**src/rtl/mc_ctrl.sv**
```systemverilog
// mc_ctrl: multi-cycle MIPS-subset control unit.
//
// Sequences each instruction through FETCH -> DCD -> EXE -> MEM -> WB, taking
// only the states the instruction needs, and drives the datapath
// enables/selects for the current state.
//
// Supported instructions: addu, subu, ori, lui, lw, sw, beq, j. Any other
// op/funct pulses ill in DCD and returns to FETCH.
//
// Ports:
//   clk       in   rising-edge clock
//   rst       in   asynchronous, active-low reset
//   op        in   [5:0] instruction[31:26] from the instruction register
//   funct     in   [5:0] instruction[5:0]
//   zero      in   ALU result-equals-zero flag (beq condition)
//   im_ready  in   instruction memory data valid (IM_WAIT_EN builds only)
//   pcwr      out  PC write enable
//   irwr      out  instruction register write enable
//   regwr     out  register file write enable
//   dmwr      out  data memory write enable
//   npc_sel   out  [1:0] next PC: 00 PC+4, 01 branch target, 10 jump target
//   alu_op    out  [1:0] 00 add, 01 sub, 10 or, 11 lui
//   alusrc    out  ALU B operand: 0 rt, 1 extended immediate
//   ext_op    out  immediate extension: 0 zero, 1 sign
//   reg_dst   out  write register: 0 rt, 1 rd
//   wd_sel    out  write data: 0 ALU result, 1 data memory
//   state     out  [2:0] FETCH=0, DCD=1, EXE=2, MEM=3, WB=4
//   ill       out  one-cycle pulse on an undecodable instruction
//
// Build option: define IM_WAIT_EN to stall FETCH until im_ready=1.
module mc_ctrl (
  input  logic       clk,
  input  logic       rst,
  input  logic [5:0] op,
  input  logic [5:0] funct,
  input  logic       zero,
  input  logic       im_ready,
  output logic       pcwr,
  output logic       irwr,
  output logic       regwr,
  output logic       dmwr,
  output logic [1:0] npc_sel,
  output logic [1:0] alu_op,
  output logic       alusrc,
  output logic       ext_op,
  output logic       reg_dst,
  output logic       wd_sel,
  output logic [2:0] state,
  output logic       ill
);

  typedef enum logic [2:0] {
    S_FETCH = 3'd0,
    S_DCD   = 3'd1,
    S_EXE   = 3'd2,
    S_MEM   = 3'd3,
    S_WB    = 3'd4
  } state_t;

  state_t state_q, state_d;

  logic is_addu, is_subu, is_ori, is_lui, is_lw, is_sw, is_beq, is_j;
  logic is_legal, dec_ext;

`ifndef IM_WAIT_EN
  logic unused_im_ready;
  assign unused_im_ready = im_ready;
`endif

  always_comb begin
    is_addu  = (op == 6'b000000) && (funct == 6'b100001);
    is_subu  = (op == 6'b000000) && (funct == 6'b100011);
    is_ori   = (op == 6'b001101);
    is_lui   = (op == 6'b001111);
    is_lw    = (op == 6'b100011);
    is_sw    = (op == 6'b101011);
    is_beq   = (op == 6'b000100);
    is_j     = (op == 6'b000010);
    is_legal = is_addu | is_subu | is_ori | is_lui | is_lw | is_sw | is_beq | is_j;
    dec_ext  = is_lw | is_sw | is_beq;
  end

  always_ff @(posedge clk or negedge rst) begin
    if (!rst) state_q <= S_FETCH;
    else      state_q <= state_d;
  end

  assign state = state_q;

  // Outputs are combinational from state and decode; gating with rst makes
  // a mid-instruction reset kill any pending enable immediately.
  always_comb begin
    state_d = S_FETCH;
    pcwr    = 1'b0;
    irwr    = 1'b0;
    regwr   = 1'b0;
    dmwr    = 1'b0;
    npc_sel = 2'b00;
    alu_op  = 2'b00;
    alusrc  = 1'b0;
    ext_op  = 1'b0;
    reg_dst = 1'b0;
    wd_sel  = 1'b0;
    ill     = 1'b0;
    if (rst) begin
      case (state_q)
        S_FETCH: begin
`ifdef IM_WAIT_EN
          if (im_ready) begin
            irwr    = 1'b1;
            pcwr    = 1'b1;
            state_d = S_DCD;
          end else begin
            state_d = S_FETCH;
          end
`else
          irwr    = 1'b1;
          pcwr    = 1'b1;
          state_d = S_DCD;
`endif
        end
        S_DCD: begin
          ext_op = dec_ext;
          if (is_j) begin
            pcwr    = 1'b1;
            npc_sel = 2'b10;
            state_d = S_FETCH;
          end else if (!is_legal) begin
            ill     = 1'b1;
            state_d = S_FETCH;
          end else begin
            state_d = S_EXE;
          end
        end
        S_EXE: begin
          ext_op = dec_ext;
          alusrc = is_ori | is_lui | is_lw | is_sw;
          if (is_subu || is_beq) alu_op = 2'b01;
          else if (is_ori)       alu_op = 2'b10;
          else if (is_lui)       alu_op = 2'b11;
          if (is_beq) begin
            pcwr    = zero;
            npc_sel = 2'b01;
            state_d = S_FETCH;
          end else if (is_lw || is_sw) begin
            state_d = S_MEM;
          end else if (is_addu || is_subu || is_ori || is_lui) begin
            state_d = S_WB;
          end
        end
        S_MEM: begin
          ext_op = dec_ext;
          if (is_sw) begin
            dmwr    = 1'b1;
            state_d = S_FETCH;
          end else if (is_lw) begin
            state_d = S_WB;
          end
        end
        S_WB: begin
          ext_op  = dec_ext;
          regwr   = 1'b1;
          reg_dst = is_addu | is_subu;
          wd_sel  = is_lw;
          state_d = S_FETCH;
        end
        default: state_d = S_FETCH;
      endcase
    end
  end

endmodule

```
**config.mk**
```make
export PLATFORM = sky130hd
export DESIGN_NAME = mc_ctrl
export DESIGN_NICKNAME = d
export VERILOG_FILES = /design/src/rtl/mc_ctrl.sv
export SDC_FILE = /design/constraint.sdc
export NUM_CORES = 1
export LEC_CHECK = 0
export ABC_AREA = 1
export BUFFER_PORTS_ARGS = -buffer_cell sky130_fd_sc_hd__buf_2
export CAP_MARGIN = 25
export CORE_MARGIN = 2
export CORE_UTILIZATION = 37
export DETAILED_ROUTE_END_ITERATION = 16
export PLACE_DENSITY = 0.73
export SLEW_MARGIN = 5
export SYNTH_ARGS = -nofsm -noshare
export SYNTH_HDL_FRONTEND = slang
export SYNTH_SLANG_ARGS = --single-unit
```
**constraint.sdc**
```tcl
create_clock -name clk -period 1.1 [get_ports clk]
set_clock_uncertainty 0.15 [all_clocks]
set_input_delay 0 -clock clk [delete_from_list [all_inputs] [get_ports clk]]
set_output_delay 0 -clock clk [all_outputs]
set_load 0.005 [all_outputs]
```
; Yosys cells after proc, flatten, opt, wreduce, memory -nomap -nowiden
; Cells that the tools add are included.
[word_totals]
word_cells = 76
ff_bits = 3
inputBits = 16
output_inout_bits = 16
[classes]
muxes = 41
n_reduce_logical = 10
bitwise = 12
n_eq_ne = 12
[ops]
columns = op, count
row1 = 6-bit == test (second input constant), 4
row2 = 1-bit 2-to-1 mux, 23
row3 = 2-bit 2-to-1 mux, 9
row4 = 3-bit 2-to-1 mux, 6
row5 = 6-bit by 4-bit == test with 1-bit output (second input constant), 2
row6 = 1-bit bitwise OR, 12
row7 = 3-bit case mux with 4 select lines, 1
row8 = 3-bit by 2-bit == test with 1-bit output (second input constant), 2
row9 = 6-bit by 2-bit == test with 1-bit output (second input constant), 1
row10 = 6-bit by 3-bit == test with 1-bit output (second input constant), 1
row11 = 6-bit zero test, 1
row12 = 1-bit logical OR, 5
row13 = 2-bit case mux with 2 select lines, 1
row14 = 4-bit OR reduction, 1
row15 = 3-bit by 1-bit == test with 1-bit output (second input constant), 1
row16 = 3-bit == test (second input constant), 1
row17 = 3-bit zero test, 1
row18 = 1-bit case mux with 3 select lines, 1
row19 = 1-bit logical AND, 2

; Logic depth before layout (Yosys ltp)
; Gate-level depths: netlist of run 1.
[logic_depth]
word_depth = 13
ltp_mapped = 8
mapped_depth_nobuf = 8

; Least setup slack after synthesis of run 1
; Ideal clock, no wire load.
[synth_timing]
kind = flip-flop to flip-flop
startpoint = reg state_q[2] (netlist: state[2])
endpoint = reg state_q[0] (netlist: state[0])
t_arrival_ns = 0.888
setup_ns = 0.127
path_stages_with_launch = 8
period_less_slack_ns = 1.165
t_required_ns = 0.823
path_slack_ns = -0.065
n_path_buf = 0
cell_sequence = dfrtp_1 inv_2 nand3_1 inv_1 nand2_1 inv_1 nand2_1 o21ai_0
[synth_between]
elab_chain_len = 3
elab_cells_between_ends = 6
classes_between = eq/ne: 3 / mux: 2 / reduce/logical: 1
[synth_lines]
columns = element, line
row1 = start: declaration, 60  ; state_t state_q, state_d;
row2 = start signal: assignment, 85  ; else state_q <= state_d;
row3 = 3-bit by 2-bit == test with 1-bit output (tied with other cells), 106  ; case (state_q)
row4 = 3-bit case mux with 4 select lines *, 106
row5 = 3-bit 2-to-1 mux *, 105  ; if (rst) begin
row6 = via state_d[0], 60
; The timed path passes the listed nets; every way through them passes the cells marked *.

; Worst setup path after layout of run 1
[layout_timing]
startpoint = reg state_q[0] (netlist: state[0])
endpoint = out pcwr
[layout_between]
elab_chain_len = 3
elab_cells_between_ends = 5
classes_between = eq/ne: 2 / mux: 2 / reduce/logical: 1
[layout_lines]
columns = element, line
row1 = 3-bit by 2-bit == test with 1-bit output (tied with other cells), 106
row2 = 1-bit case mux with 3 select lines *, 106
row3 = 1-bit 2-to-1 mux *, 105
row4 = end: declaration, 38  ; output logic pcwr,
; Mark *: on every way between the ends. The rest lies on a longest branch, timed or not.

==> results of run 1 <==
-- path summary, 6_finish.rpt --
path                            endpoint  slack, ns  cells after the start      from
worst min register to register  state[2]       0.54                      3  state[2]
min in group asynchronous       state[0]       0.13                      3       rst
worst max register to register  state[0]      -0.19                      7  state[1]
max in group asynchronous       state[1]       0.50                      3       rst
worst max-delay path                pcwr      -0.41                      7  state[0]
worst min-delay path            state[2]       0.07                      4       rst
-- cell families after synthesis --
group | count (synthesis)
and+or+nand+nor | 64
AOI/OAI and AO/OA | 5
buffers and inverters | 21
DFF | 3
-- synth_stat cells, drive strengths merged --
cell type / n
o21ai: 2
dfrtp: 3
nand3: 10
nor2: 21
nand2: 23
nand3b: 1
nor3: 4
nor4: 2
inv: 20
clkinv: 1
a21oi: 3
nand4: 3
-- area by class of cell --
cell class | count | area [µm²]
Clock buffer | 4 | 26.28
Timing Repair Buffer | 46 | 294.0
Inverter | 21 | 85.08
Tap cell | 15 | 18.77
Sequential cell | 3 | 77.57
Fill cell | 95 | 342.8
Multi-Input combinational cell | 69 | 456.7
-- metal layers --
| metal | global-route usage | share of wire | up-vias |
|---|---|---|---|
| met3 | 0.04348 | 0.042 | 6 |
| met4 | 0.09032 | 0.024 | 0 |
| met1 | 0.2493 | 0.44 | 342 |
| li1 | - | - | 396 |
| met5 | 0 | 0 | - |
| met2 | 0.3469 | 0.49 | 24 |
-- where the power goes --
part	internal, mW	leakage (nW)	switching [mW]
registers	0.114	0.0371	0.00511
logic	0.0878	0.473	0.117
clock network	0.136	0.0150	0.0575
total	0.338	0.525	0.180
-- worst max-delay path, cell delays in order, from the launching register on --
cell and delay, ns:
dfrtp_1 0.43, inv_2 0.09, nor3_4 0.20, nand4_1 0.13, nand3_1 0.09, nand2_1 0.05, inv_1 0.04, buf_2 0.09
-- metrics by stage --
| step | util | worst slack, ns | power [mW] |
|---|---|---|---|
| 3_3_place_gp | 0.5779 | -0.1131 | 0.2722 |
| 6_report | 0.7365 | -0.4061 | 0.5175 |
| 2_1_floorplan | - | -0.01264 | 0.1995 |
| 3_5_place_dp | 0.5779 | -0.1350 | 0.2761 |
| 4_1_cts | 0.6654 | -0.3593 | 0.4939 |
| 5_1_grt | 0.7365 | -0.4851 | 0.5522 |
-- repair_timing --
item / 4_1_cts / 5_1_grt
gates cloned: 0 / 0
endpoints found under the setup margin: 16 / 16
resized for setup: 4 / 18
setup buffers: 4 / 5
pin swaps: 5 / 9
hold endpoints to repair: 6 / 0
hold buffers: 4 / 0
==> results.md, run 1 <==
- Result of the run: finished with violations
- Violated checks: negative setup slack
- Post-Syn Instances: 93
- Slew @ Worst Pin: 0.2133 ns
- Placed wire-length estimate after detailed placement: roughly 1300 µm
- Accumulated negative setup slack: -4.842 ns
- Max reg flops: 3
- DP Area: about 750 µm²
- Initial antenna violation count: 0
- Adder-Cell Fraction of Synth Area: 0
- Clk_lat worst skew: 0.23 ns
- Detailed Route WL: ~2000 µm
- Post-layout instance area: 958.4 µm²
- TritonCTS Buffers: 3
- Time the worst path needs with I/O delays and setup: around 1.5 ns
- Share of final-layout standard cells stronger than drive strength 1: 0.5804
- Final Hold Slack: 0.06860 ns
- Clock root buffer: clkbuf_4
- Peak supply drop: a little over 0.7 mV
- Setup repair after global routing missed its margin: true
- Number of standard cells in the final layout excluding fillers: 158
- Leak pwr: 0.5252 nW
- Crit Path Category: reg2out
- Starting utilization of the core area: 0.3990
- Total Routing Usage GR: 0.2059
- Proportion of synthesized chip area in sequential cells: 0.1446
- Global placer's final weighted congestion: 0.8173
- MaxCap Viol Count: 0
- Worst setup margin: -0.4061 ns
- Path type of the worst min-delay path: in2reg
- Post-placement cell count: around 140
- Area of the mapped netlist: 519.2 µm²
- Count of pins over their slew limit: 0
- Top post-synthesis cells by area: dfrtp_1 14%, nand2_1 14%, nor2_1 12%
- Number of distinct library cell variants in the gate-level netlist after synthesis: 20
- Max Freq: 0.6640 GHz
- Clock-pin slew on the worst setup and hold paths: 0.04 ns
- Required time of the critical path: 0.95 ns
- Data arrival time at the worst-slack endpoint: 1.36 ns
- Final-report setup violation count: 17
- Via-per-instance ratio: 4.861
- Number of flip-flops and latches in the synthesized netlist: 3
- CTS H-tree lvls: 1
- Number of DRC markers after the initial detailed-route iteration: 14
- Clock tree from TritonCTS: done
- Via count of the first global-routing pass: 725
- Vias after detailed routing: approximately 770
- Leading cell types in the layout, fill and taps excluded: 29 x buf_2, 18 x nand2_1, 14 x nor2_1
- Wire per inst: 12.53 µm
- Die outline area: 1719 µm²
- Layout Area Growth over Synthesis: 84.58%
- Max clock buf depth: 2
- Relative max-transition margin: 0.8566
- Worst Setup End Kind: primary output
- Largest net degree at the start of global routing: 8
- Compound-Gate Fraction of Synth Area: 0.04819
- First-pass iteration count of the detailed router: 4
- Port bufs: 30
- Xor-xnor portion of the synthesized cell area: 0
- Remaining DRCs: 0
- First-pass GRT wire length: 2870 µm
- Height of the chip: between 40 and 50 µm
- Antenna-violating nets left: 0
- Most common cell after layout, fill and taps aside: buf_2
- Number of inserted diodes: 0
- GR Overflow Total: 0
- Core area: 1301 µm²
- Combinational family with the most area after synthesis: simple AND/OR/NAND/NOR gates
- Peak fanout along the critical path: 3
- Warning count from the yosys run: 0
- Total power density per cell area: 539.9 nW/µm²
- # rows: 13
- Final-stage net count: 160
- Fraction of synthesized cell area taken by the top area cell type: 0.1446
- Synth area leader: dfrtp_1
- Number of hold violations in the final report: 0
- Boundary Pins: 32
- Total nets after synthesis: 109
- Fraction of synthesized area in multiplexers: 0
- Final period utilization: 1.369
- Clock sink count: 3
- Die extent in x: between 40 and 50 µm
- Kind of start point of the critical path: register
- Post-Synthesis Mean Instance Area: 5.583 µm²
- Post-synthesis share of cell area spent on and, or, nand and nor gates: 0.6530
No activity file was read; power rests on OpenSTA's default activity.
==> run 2: changes to the inputs <==
Settings changed: TNS_END_PERCENT from default to 50.
==> results.md, run 2 (synthesis gave the netlist of run 1 again) <==
- Result of the run: finished with violations
- Violated checks: negative setup slack
- Total power density per cell area: 547.0 nW/µm² (+1.3%)
- Count of pins over their slew limit: 0 (unchanged)
- Vias after detailed routing: 776 (+1.0%)
- Max reg flops: 3 (unchanged)
- Global placer's final weighted congestion: 0.7900 (-3.3%)
- Worst setup path startpoint: state[1]
- First-pass GRT wire length: 2677 µm (-6.7%)
- Antenna-violating nets left: 0 (unchanged)
- Number of fill cells: 114 (+20%)
- Kind of start point of the critical path: register
- Core area: 1301 µm² (unchanged)
- Height of the chip: 41.46 µm (unchanged)
- Largest net degree at the start of global routing: 8 (unchanged)
- Initial antenna violation count: 0 (unchanged)
- Crit Reg-Reg Startpoint: state[2]
- Remaining DRCs: 0 (unchanged)
- Total Routing Usage GR: 0.1946 (-0.01134)
- Final-report setup violation count: 16 (-1)
- Peak fanout along the critical path: 4 (+1)
- Via count of the first global-routing pass: 688 (-5.1%)
- Slew @ Worst Pin: 0.2347 ns (+0.02136 ns)
- Max Freq: 0.6651 GHz (+0.17%)
- Clock root buffer: clkbuf_4
- Wire per inst: 11.54 µm (-7.9%)
- Number of hold violations in the final report: 0 (unchanged)
- Final period utilization: 1.367 (-0.002290)
- # rows: 13 (unchanged)
- Worst Setup End Kind: primary output
- First-pass iteration count of the detailed router: 4 (unchanged)
- Path type of the worst min-delay path: in2reg
- Number of DRC markers after the initial detailed-route iteration: 11 (-3)
- Clk_lat worst skew: 0.23 ns (about the same)
- Switching fraction of total power: 0.3401 (-0.006795)
- Share of total power in the clock network: 0.381 (+0.007)
- CTS H-tree lvls: 1 (unchanged)
- TritonCTS Buffers: 3 (unchanged)
- Number of inserted diodes: 0 (unchanged)
- Pre-CTS setup slack: -0.1477 ns (-0.01267 ns)
- Share of final-layout standard cells stronger than drive strength 1: 0.5385 (-0.04196)
- Required time of the critical path: 0.95 ns (about the same)
- Reg power frac: 0.233 (+0.003)
- Number of standard cells in the final layout excluding fillers: 158 (unchanged)
- Int Pwr: 332.9 µW (-1.5%)
- Data arrival time at the worst-slack endpoint: 1.35 ns (about the same)
- Switching power total: 171.6 µW (-4.4%)
- Leading cell types in the layout, fill and taps excluded: 29 x buf_2, 18 x nand2_1, 16 x nor2_1
- Comb power frac: 0.385 (-0.011)
- Crit Path Category: reg2out
- Post-placement cell count: 143 (unchanged)
- Time the worst path needs with I/O delays and setup: 1.504 ns (-0.002519 ns)
- Clock sink count: 3 (unchanged)
- Placed wire-length estimate after detailed placement: 1251 µm (-0.60%)
- Clock-pin slew on the worst setup and hold paths: 0.04 ns (about the same)
- GR Overflow Total: 0 (unchanged)
- Peak supply drop: 0.6206 mV (-14%)
- Layout Area Growth over Synthesis: 77.59%
- Via-per-instance ratio: 4.911 (+1.0%)
- Starting utilization of the core area: 0.3990 (unchanged)
- Port bufs: 30 (unchanged)
- Startpoint of the worst hold path: rst
- Relative max-transition margin: 0.8424 (-0.01426)
- Max clock buf depth: 2 (unchanged)
- MaxCap Viol Count: 0 (unchanged)
- Worst setup margin: -0.4036 ns (+0.002519 ns)
- Clock tree from TritonCTS: done
- Detailed Route WL: 1823 µm (-7.9%)
- Leak pwr: 0.5355 nW (+2.0%)
- Die extent in x: 41.46 µm (unchanged)
- Die outline area: 1719 µm² (unchanged)
- Boundary Pins: 32 (unchanged)
- Most common cell after layout, fill and taps aside: buf_2
- Setup repair after global routing missed its margin: true
- Final-stage net count: 160 (unchanged)
-- run 2: cell counts in the layout (fill, tap and decap cells not counted) --
No cell type changed its count.
-- run 2: timing repair --
action	4_1_cts	5_1_grt
hold buffers	4	0
pin swaps	4	1
endpoints found under the hold margin	6	0
resized for setup	5	8
endpoints found under the setup margin	16	17
setup buffers	3	4
-- run 2: path summary, 6_finish.rpt --
| check | to | slack [ns] | depth (start not counted) |
|---|---|---|---|
| worst max-delay path | wd_sel | -0.40 | 6 |
| worst min-delay path | state[2] | 0.04 | 4 |
| worst max register to register | state[0] | -0.12 | 7 |
| worst min register to register | state[2] | 0.55 | 3 |
| max in group asynchronous | state[1] | 0.51 | 3 |
| min in group asynchronous | state[2] | 0.13 | 3 |
-- run 2: stage by stage --
step | setup TNS, ns | hold slack (ns) | util | power, mW | area (µm²)
after global routing | -5.769 | 0.06709 | 0.7087 | 0.5362 | 922.1
after floorplan | -0.05414 | -0.4456 | - | 0.1995 | 545.5
after global placement | -1.022 | -0.2267 | 0.5779 | 0.2717 | 752.0
after CTS | -4.303 | 0.03328 | 0.6558 | 0.4954 | 853.3
after detailed placement | -1.294 | -0.2239 | 0.5779 | 0.2750 | 752.0
final | -4.675 | 0.03868 | 0.7087 | 0.5044 | 922.1
-- run 2: final cells by class --
| type | count | area, µm² | share of cell area |
|---|---|---|---|
| sequential | 3 | 76.32 | 0.08277 |
| multi-input combinational | 69 | 424.2 | 0.4600 |
| timing repair buffer | 46 | 294.0 | 0.3189 |
| clock buffer | 4 | 26.28 | 0.02849 |
| tap | 15 | 18.77 | 0.02035 |
| inverter | 21 | 82.58 | 0.08955 |
-- run 2: layer usage --
metal / track usage / wire [µm] / part of all wire
met2: 0.3281 / 949 / 0.52
met4: 0.1032 / 29 / 0.016
met3: 0.04348 / 95 / 0.052
met1: 0.2267 / 748 / 0.41
met5: 0 / 0 / 0
-- run 2: power groups by stage --
stage	Clock, mW	Combinational [mW]	Sequential (mW)
floorplan	0	0.0801	0.119
CTS	0.200	0.179	0.117
finish	0.192	0.194	0.118
detailed placement	0	0.156	0.119
global route	0.206	0.212	0.118
global placement	0	0.153	0.119
-- run 2: critical path, stage by stage, from the launching register on --
cell and delay [ns]:
dfrtp_2 0.43, nor2_2 0.15, inv_2 0.08, nor3_4 0.13
inv_2 0.06, nor4_2 0.12, buf_2 0.14
